==> src/rtl/bcd_pkg.sv <==
// Shared types and constants for the serial BCD subtractor.
// Holds the digit type, FSM state encoding and radix constants.
package bcd_pkg;

    typedef logic [3:0] bcd_t;

    typedef enum logic [1:0] {
        IDLE = 2'd0,
        CALC = 2'd1,
        DONE = 2'd2
    } state_t;

    localparam bcd_t BCD_MAX   = 4'd9;
    localparam bcd_t BCD_RADIX = 4'd10;

endpackage

==> src/rtl/bcd_digit_sub.sv <==
// One-digit BCD subtract step: a - b - borrow_in.
// Negative results wrap by adding the radix and raise borrow_out.
module bcd_digit_sub
    import bcd_pkg::*;
(
    input  bcd_t i_a,
    input  bcd_t i_b,
    input  logic i_bin,
    output bcd_t o_d,
    output logic o_bout
);

    logic [4:0] w_t;

    assign w_t    = {1'b0, i_a} - {1'b0, i_b} - {4'b0, i_bin};
    assign o_bout = w_t[4];
    assign o_d    = o_bout ? (w_t[3:0] + BCD_RADIX) : w_t[3:0];

endmodule

==> src/rtl/bcd_sub_serial.sv <==
// Serial packed-BCD subtractor, one digit per clock, LSD first.
// Digit 0 is resolved on the start edge so a result lands every NDIG+1 cycles.
module bcd_sub_serial
    import bcd_pkg::*;
#(
    parameter int NDIG = 4
) (
    input  logic              clk,
    input  logic              rst_n,
    input  logic              start,
    input  logic [4*NDIG-1:0] x,
    input  logic [4*NDIG-1:0] y,
    input  logic              bin,
    output logic              busy,
    output logic              done,
    output logic [4*NDIG-1:0] diff,
    output logic              bout,
    output logic              invalid
);

    localparam int W  = 4 * NDIG;
    localparam int IW = (NDIG > 1) ? $clog2(NDIG) : 1;

    state_t          r_state;
    state_t          w_next;
    logic [W-1:0]    r_x;
    logic [W-1:0]    r_y;
    logic [W-1:0]    r_acc;
    logic [W-1:0]    r_diff;
    logic [W-1:0]    w_acc;
    logic [IW-1:0]   r_idx;
    logic [IW-1:0]   w_idx;
    logic            r_borrow;
    logic            r_bout;
    logic            r_invalid;
    logic            w_bad;
    logic            w_go;
    logic            w_step;
    logic            w_last;
    logic            w_bin;
    logic            w_bo;
    bcd_t            w_a;
    bcd_t            w_b;
    bcd_t            w_d;

    always_comb begin
        w_bad = 1'b0;
        for (int i = 0; i < NDIG; i++) begin
            if (x[4*i +: 4] > BCD_MAX || y[4*i +: 4] > BCD_MAX)
                w_bad = 1'b1;
        end
    end

    // In IDLE the step unit sees the live inputs so digit 0 is done on the start edge
    always_comb begin
        w_idx = r_idx;
        w_a   = r_x[4*int'(r_idx) +: 4];
        w_b   = r_y[4*int'(r_idx) +: 4];
        w_bin = r_borrow;
        if (r_state == IDLE) begin
            w_idx = '0;
            w_a   = x[3:0];
            w_b   = y[3:0];
            w_bin = bin;
        end
    end

    bcd_digit_sub u_step (
        .i_a    (w_a),
        .i_b    (w_b),
        .i_bin  (w_bin),
        .o_d    (w_d),
        .o_bout (w_bo)
    );

    always_comb begin
        w_acc = (r_state == IDLE) ? '0 : r_acc;
        w_acc[4*int'(w_idx) +: 4] = w_d;
    end

    assign w_go   = (r_state == IDLE) && start && !w_bad;
    assign w_step = w_go || (r_state == CALC);
    assign w_last = (w_idx == IW'(NDIG - 1));

    always_comb begin
        w_next = r_state;
        unique case (r_state)
            IDLE: begin
                if (start)
                    w_next = (w_bad || w_last) ? DONE : CALC;
            end
            CALC: begin
                if (w_last)
                    w_next = DONE;
            end
            DONE:    w_next = IDLE;
            default: w_next = IDLE;
        endcase
    end

    always_ff @(posedge clk or negedge rst_n) begin
        if (!rst_n)
            r_state <= IDLE;
        else
            r_state <= w_next;
    end

    always_ff @(posedge clk or negedge rst_n) begin
        if (!rst_n) begin
            r_x       <= '0;
            r_y       <= '0;
            r_acc     <= '0;
            r_diff    <= '0;
            r_idx     <= '0;
            r_borrow  <= 1'b0;
            r_bout    <= 1'b0;
            r_invalid <= 1'b0;
        end else begin
            if (r_state == IDLE && start) begin
                r_x       <= x;
                r_y       <= y;
                r_invalid <= w_bad;
            end
            if (w_step) begin
                r_acc    <= w_acc;
                r_borrow <= w_bo;
                r_idx    <= w_idx + IW'(1);
            end
            if (r_state == IDLE && start && w_bad) begin
                r_diff <= '0;
                r_bout <= 1'b0;
            end else if (w_step && w_last) begin
                r_diff <= w_acc;
                r_bout <= w_bo;
            end
        end
    end

    assign busy    = (r_state == CALC);
    assign done    = (r_state == DONE);
    assign diff    = r_diff;
    assign bout    = r_bout;
    assign invalid = r_invalid;

endmodule

==> config.mk <==
export PLATFORM = sky130hd
export DESIGN_NAME = bcd_sub_serial
export DESIGN_NICKNAME = d
export VERILOG_FILES = /design/src/rtl/bcd_pkg.sv /design/src/rtl/bcd_digit_sub.sv /design/src/rtl/bcd_sub_serial.sv
export SDC_FILE = /design/constraint.sdc
export NUM_CORES = 1
export LEC_CHECK = 0
export BUFFER_PORTS_ARGS = -buffer_cell sky130_fd_sc_hd__buf_2
export CAP_MARGIN = 30
export CORE_ASPECT_RATIO = 0.6
export CORE_UTILIZATION = 61
export CTS_BUF_LIST = sky130_fd_sc_hd__clkbuf_4 sky130_fd_sc_hd__clkbuf_8 sky130_fd_sc_hd__clkbuf_16
export CTS_CLUSTER_DIAMETER = 100
export CTS_CLUSTER_SIZE = 14
export DETAILED_ROUTE_END_ITERATION = 8
export HOLD_SLACK_MARGIN = 0.08
export PLACE_DENSITY = 0.85
export SYNTH_ARGS = -nofsm -noshare
export SYNTH_HDL_FRONTEND = slang
export SYNTH_SLANG_ARGS = --single-unit
export TNS_END_PERCENT = 30
==> constraint.sdc <==
create_clock -name clk -period 12.31 [get_ports clk]
set_clock_uncertainty 0.2 [all_clocks]
set_input_delay 0 -clock clk [delete_from_list [all_inputs] [get_ports clk]]
set_output_delay 0 -clock clk [all_outputs]
set_load 0.005 [all_outputs]
# [Yosys cells after proc, flatten, opt, wreduce, memory -nomap -nowiden]
# Cells that the tools add are included.
[totals] register_bits=71 wordCells=64
[op_classes] addsub=5 magnitude_cmp=8 n_eq_ne=5 shift=4 mux=19 reduce_logical=14
[ops] op="16-bit two-way mux" n=3
[ops] op="4-bit negation with 33-bit output" n=1
[ops] op="4-bit by 33-bit variable shift with 16-bit output (first input constant)" n=1
[ops] op="4-bit by 33-bit variable part select with 16-bit output" n=1
[ops] op="4-bit greater-than comparator (second input constant)" n=8
[ops] op="16-bit by 5-bit variable part select with 4-bit output" n=2
[ops] op="16-bit bitwise mux" n=1
[ops] op="4-bit two-way mux" n=3
[ops] op="2-bit two-way mux" n=4
[ops] op="1-bit two-way mux" n=7
[ops] op="1-bit logical OR" n=6
[ops] op="4-bit by 4-bit subtractor with 5-bit output" n=1
[ops] op="5-bit by 1-bit subtractor with 5-bit output" n=1
[ops] op="4-bit adder (second input constant)" n=1
[ops] op="2-bit == test (second input constant)" n=2
[ops] op="1-bit logical AND" n=4
[ops] op="2-bit one-hot mux with 2 select lines" n=1
[ops] op="2-bit by 1-bit adder with 2-bit output (second input constant)" n=1
[ops] op="2-bit by 1-bit == test with 1-bit output (second input constant)" n=1
[ops] op="2-bit zero test" n=1
[ops] op="2-bit by 1-bit != test with 1-bit output (second input constant)" n=1
[ops] op="2-bit != test (second input constant)" n=1
[ops] op="2-bit AND reduction" n=1
[ops] op="2-bit nonzero test" n=1
[ops] op="1-bit zero test" n=1

# [Logic depth before layout (Yosys ltp)]
[logic_depth] word_depth=12 ltp_mapped=11 ltp_nobuf=10

# [Hierarchy]
# From an unflattened synthesis, not the netlist that was laid out.
[unflattened] cells_unflattened=367 area_unflattened_um2=3763.6
[modules_own_cells] mod="bcd_sub_serial" n_inst=1 cells_per_inst=335 area_each_um2=3489.6
[modules_own_cells] mod="bcd_digit_sub" n_inst=1 cells_per_inst=32 area_each_um2=274.0

# [Worst setup path after synthesis]
# OpenSTA, ideal clock, no wires.
[synth_path] kind="register to register" startpoint="register r_state[1]" endpoint="register r_acc[2]" setup_ns=0.127 arrival_ns=3.548 required_time_ns=11.983 slack_ns=8.435 stages_incl_launch_ff=12 cell_sequence="dfrtp_1 > nor2_4 > clkbuf_1 > mux2_2 > fa_1 > fa_1 > xnor2_1 > ha_1 > a21oi_1 > o221ai_1 > a22oi_1 > a21oi_1"
[synth_via] elab_chain_len=8
[synth_rtl] item="start, declared" line_no="bcd_sub_serial.sv:24" text="state_t r_state;"
[synth_rtl] item="start signal, assigned" line_no="bcd_sub_serial.sv:105" text="r_state <= w_next;"
[synth_rtl] item="2-bit zero test" line_no="bcd_sub_serial.sv:60, bcd_sub_serial.sv:77, bcd_sub_serial.sv:81"
[synth_rtl] item="4-bit two-way mux" line_no="bcd_sub_serial.sv:60" text="if (r_state == IDLE) begin"
[synth_rtl] item="4-bit by 4-bit subtractor with 5-bit output" line_no="bcd_digit_sub.sv:15" text="assign w_t = {1'b0, i_a} - {1'b0, i_b} - {4'b0, i_bin};"
[synth_rtl] item="5-bit by 1-bit subtractor with 5-bit output" line_no="bcd_digit_sub.sv:15"
[synth_rtl] item="4-bit adder" line_no="bcd_digit_sub.sv:17" text="assign o_d = o_bout ? (w_t[3:0] + BCD_RADIX) : w_t[3:0];"
[synth_rtl] item="4-bit two-way mux" line_no="bcd_digit_sub.sv:17"
[synth_rtl] item="4-bit by 33-bit variable part select with 16-bit output" line_no="bcd_sub_serial.sv:78" text="w_acc[4*int'(w_idx) +: 4] = w_d;"
[synth_rtl] item="16-bit bitwise mux" line_no="bcd_sub_serial.sv:78"
[synth_rtl] item="end signal, assigned" line_no="bcd_sub_serial.sv:125" text="r_acc <= w_acc;"
[synth_rtl] item="end, declared" line_no="bcd_sub_serial.sv:28" text="logic [W-1:0] r_acc;"
# Parallel ways exist; a longest one is shown, timed or not.
# A chain may end at the register's enable or synchronous reset.

# [Final worst setup path]
[layout_path] startpoint="register r_idx[0]" endpoint="register r_acc[2]"
[layout_via] elab_chain_len=8
[layout_rtl] item="start, declared" line_no="bcd_sub_serial.sv:31" text="logic [IW-1:0] r_idx;"
[layout_rtl] item="start signal, assigned" line_no="bcd_sub_serial.sv:127" text="r_idx <= w_idx + IW'(1);"
[layout_rtl] item="16-bit by 5-bit variable part select with 4-bit output, on equally long branches" line_no="bcd_sub_serial.sv:57, bcd_sub_serial.sv:58"
[layout_rtl] item="4-bit two-way mux" line_no="bcd_sub_serial.sv:60"
[layout_rtl] item="4-bit by 4-bit subtractor with 5-bit output" line_no="bcd_digit_sub.sv:15"
[layout_rtl] item="5-bit by 1-bit subtractor with 5-bit output" line_no="bcd_digit_sub.sv:15"
[layout_rtl] item="4-bit adder" line_no="bcd_digit_sub.sv:17"
[layout_rtl] item="4-bit two-way mux" line_no="bcd_digit_sub.sv:17"
[layout_rtl] item="4-bit by 33-bit variable part select with 16-bit output" line_no="bcd_sub_serial.sv:78"
[layout_rtl] item="16-bit bitwise mux *" line_no="bcd_sub_serial.sv:78"
# Mark *: on every way between the ends. The rest lies on a longest branch, timed or not.

==> parameters.txt <==
Parameter                              Value

STA
  RSZ-0062 raised after global routing ... false
  Highest attainable clock frequency ... 233.4 MHz
  Final Cycle Share ... 0.3481
  Final-report max-slew violation count ... 0
  Fin crit period ... 4.285 ns
  Transition time at the pin with the least slew margin ... roughly 0.99 ns
  Setup violators final ... 0
  Setup TNS ... 0 ns
  Worst Hold Margin ... roughly 0.19 ns
  Max_slew headroom ... 0.3359
  Endpoints failing hold ... 0

Synth
  Cell count after synthesis ... 294
  Warnings, synthesis ... 0
  Fraction of the yosys area taken by sequential cells ... 0.4835
  Count of state elements after synthesis ... 71
  Top flip-flop cell by instance count after synthesis ... sky130_fd_sc_hd__dfrtp_1
  EDFF count, synth ... 0
  Number of nets produced by synthesis ... 343
  Proportion of register bits with asynchronous set or reset after synthesis ... 1.000
  Synthesized area divided by synthesized cell count ... around 12 um2
  Distinct cell type count of the synthesized netlist ... between 40 and 50
  Synthesized area ... between 3000 and 4000 um2

Power
  Power dissipated by switching net loads ... slightly below 300 uW
  Logic gate share of total power ... 0.407
  Leakage dissipation ... between 2 and 2.5 nW
  Switching share of total power ... 0.3674
  Total power after layout ... a little under 800 uW
  Part of the total power dissipated in the clock network ... 0.226
  Maximum VDD drop ... 0.0001379 V
  Reg power frac ... 0.367
  Internal Dissipation ... ~500 uW
  Total power density per cell area ... 173.7 nW/um2

Setup path
  Required time of the critical path ... between 10 and 15 ns
  Type of element capturing the critical path ... register
  Element type at the critical path start ... register
  Critical path fanouts, max ... 10
  Endpoint arrival time on the critical path ... roughly 4.4 ns
  Critical path class ... reg -> reg

Floorplanning
  Area enclosed by the die boundary ... 6349 um2
  Std-Cell Core Area ... 5702 um2
  Die boundary width ... between 100 and 150 um
  Die extent in y ... just over 60 um
  Site row count ... 21
  Num ports ... between 50 and 60
  Initial core utilization ... 0.6445

Clock tree
  Clock latency on the worst-skew pair ... approximately 0.34 ns
  Post-CTS Setup Bufs ... 0
  Worst-path clk slew ... roughly 0.070 ns
  Sink count of the clock tree ... 71
  TritonCTS clock tree ... done
  CTS root buf ... sky130_fd_sc_hd__clkbuf_8
  Number of buffers on the longest clock path ... 2
  Number of buffers created by CTS ... 9
  Number of H-tree levels ... 3

Placement
  DP HPWL ... 6284 um
  Quantity of I/O buffers inserted on ports ... between 50 and 60
  Final RePlAce weighted congestion ... 0.9380

Drt
  Count of routing violations after the opening detailed-route iteration ... between 200 and 250
  Number of routed nets with antenna violations ... 0
  Sum of routed wire length over all layers ... about 9500 um
  Per-cell via count in the routed design ... approximately 6.4
  Routed wire length per instance ... approximately 20 um
  Remaining routing DRC violations ... 0
  Vias after detailed routing ... between 2000 and 3000
  TritonRoute pass-1 iters ... 6

Outcome
  Result of the run ... finished, final reports clean

Global routing
  Via count of the first global-routing pass ... approximately 3000
  Initial antenna violation count ... 0
  Total congestion overflow after global routing ... 0
  Total global routing track utilization ... 0.3346
  Pin count of the biggest net entering global routing ... 72
  Global-route wire length before repair ... 15600 um

Cells and area
  Area growth, synth to finish ... 24.14%
  Layout cell share with drive strength beyond 1 ... 0.3154
  Number of nets at the end of the flow ... around 440
  Diodes inserted ... 0
  Layout fillers ... 333

Worst hold path
  Class of the most critical hold timing path ... in -> async

Job
  Number of maximum-capacitance constraint violations ... 0
## cell families after synthesis
| group | share of synthesized area |
|---|---|
| compound gates | 0.1522 |
| xor+xnor | 0.02247 |
| fa+ha+maj | 0.04835 |
| buf+inv | 0.03371 |
| flops | 0.4835 |
| mux | 0.1920 |
| simple gates | 0.06776 |
## cell usage after synthesis, drive strengths merged (4+ instances only)
library cell  count  area, um2
ha               11      137.6
nor2             15      63.81
inv              13      48.80
nor2b             6      37.54
o21ai            21      116.4
a32oi             7      61.31
a22o              4      35.03
mux2             40      450.4
mux4              8      202.7
o31ai             4      30.03
nand2             9      33.78
mux2i             4      52.55
o2bb2ai          18      157.7
a22oi             7      52.55
a21oi             5      25.02
clkbuf            7      26.28
buf               8      48.80
nand3             4      20.02
dfrtp            71       1777
## path summary, 6_finish.rpt
path                          start  endpoint  slack, ns  cells after the start
hold / removal                rst_n    r_x[6]       0.19                      3
min in group clk              y[12]   r_y[12]       0.22                      3
hold reg to reg             diff[8]   diff[8]       0.29                      1
setup reg to reg           r_idx[0]  r_acc[2]       8.03                     10
setup / recovery           r_idx[0]  r_acc[2]       8.03                     10
max in group asynchronous     rst_n   diff[0]      11.17                      3
## cells in the final DEF (no fill, tap or decap), types with 6 or more instances in the layout
master                          synthesis  layout
sky130_fd_sc_hd__a22oi_1                7       7
sky130_fd_sc_hd__a32oi_1                7       7
sky130_fd_sc_hd__buf_2                  6      55
sky130_fd_sc_hd__clkbuf_8               0       9
sky130_fd_sc_hd__dfrtp_1               71      71
sky130_fd_sc_hd__dlygate4sd3_1          0      37
sky130_fd_sc_hd__ha_1                  11      11
sky130_fd_sc_hd__inv_1                 13      13
sky130_fd_sc_hd__mux2_2                40      40
sky130_fd_sc_hd__mux4_1                 6       6
sky130_fd_sc_hd__nand2_1                9       9
sky130_fd_sc_hd__nor2_1                14      14
sky130_fd_sc_hd__nor2b_1                6       6
sky130_fd_sc_hd__o21ai_0               16      16
sky130_fd_sc_hd__o2bb2ai_1             18      18
## state kept, by name (all words and copies together) (netlist names)
| register | count |
|---|---|
| r_borrow | 1 |
| r_y | 16 |
| r_x | 16 |
| invalid | 1 |
| r_acc | 16 |
| r_state | 2 |
| bout | 1 |
| diff | 16 |
| r_idx | 2 |
## power by group through the flow
stage | Combinational [mW] | Clock [mW] | Sequential [mW]
final | 0.322 | 0.179 | 0.291
after global routing | 0.353 | 0.192 | 0.294
after CTS | 0.312 | 0.180 | 0.289
after detailed placement | 0.300 | 0 | 0.293
after global placement | 0.291 | 0 | 0.290
after floorplan | 0.242 | 0 | 0.276
## repair_timing
| action | 4_1_cts | 5_1_grt |
|---|---|---|
| hold buffers | 37 | 0 |
| resized for setup | 0 | 0 |
| endpoints found under the hold margin | 108 | 0 |
## per-layer routing
layer,global-route usage,share of wire,wire length (um)
met5,0,0,0
met4,0.1339,0.025,240
met1,0.4669,0.43,4053
met3,0.1171,0.11,1003
met2,0.4799,0.44,4158
## per-stage QoR
step / area, um2 / setup slack, ns / util / std cells
floorplan: 3675 / 8.435 / - / 294
global placement: 3998 / 8.208 / 0.7011 / 417
detailed placement: 3998 / 8.072 / 0.7011 / 417
CTS: 4554 / 8.050 / 0.7988 / 469
global route: 4562 / 7.765 / 0.8001 / 470
finish: 4562 / 8.025 / 0.8001 / 470
## layout make-up
class	instances	area, um2	share of cell area
Sequential cell	71	1777	0.3895
Multi-Input combinational cell	195	1774	0.3889
Timing Repair Buffer	96	675.6	0.1481
Clock buffer	11	138.9	0.03044
Tap cell	80	100.1	0.02194
Inverter	13	48.80	0.01070
Clock inverter	4	47.55	0.01042
## critical path, cell delays in order (launching register included)
cell	delay [ns]
sky130_fd_sc_hd__dfrtp_1	0.69
sky130_fd_sc_hd__mux4_1	0.62
sky130_fd_sc_hd__mux2_2	0.29
sky130_fd_sc_hd__fa_1	0.47
sky130_fd_sc_hd__fa_1	0.52
sky130_fd_sc_hd__xnor2_1	0.17
sky130_fd_sc_hd__ha_1	0.31
sky130_fd_sc_hd__a21oi_1	0.06
sky130_fd_sc_hd__o221ai_1	0.50
sky130_fd_sc_hd__a22oi_1	0.17
sky130_fd_sc_hd__a21oi_1	0.21
No activity file was read; power rests on OpenSTA's default activity.
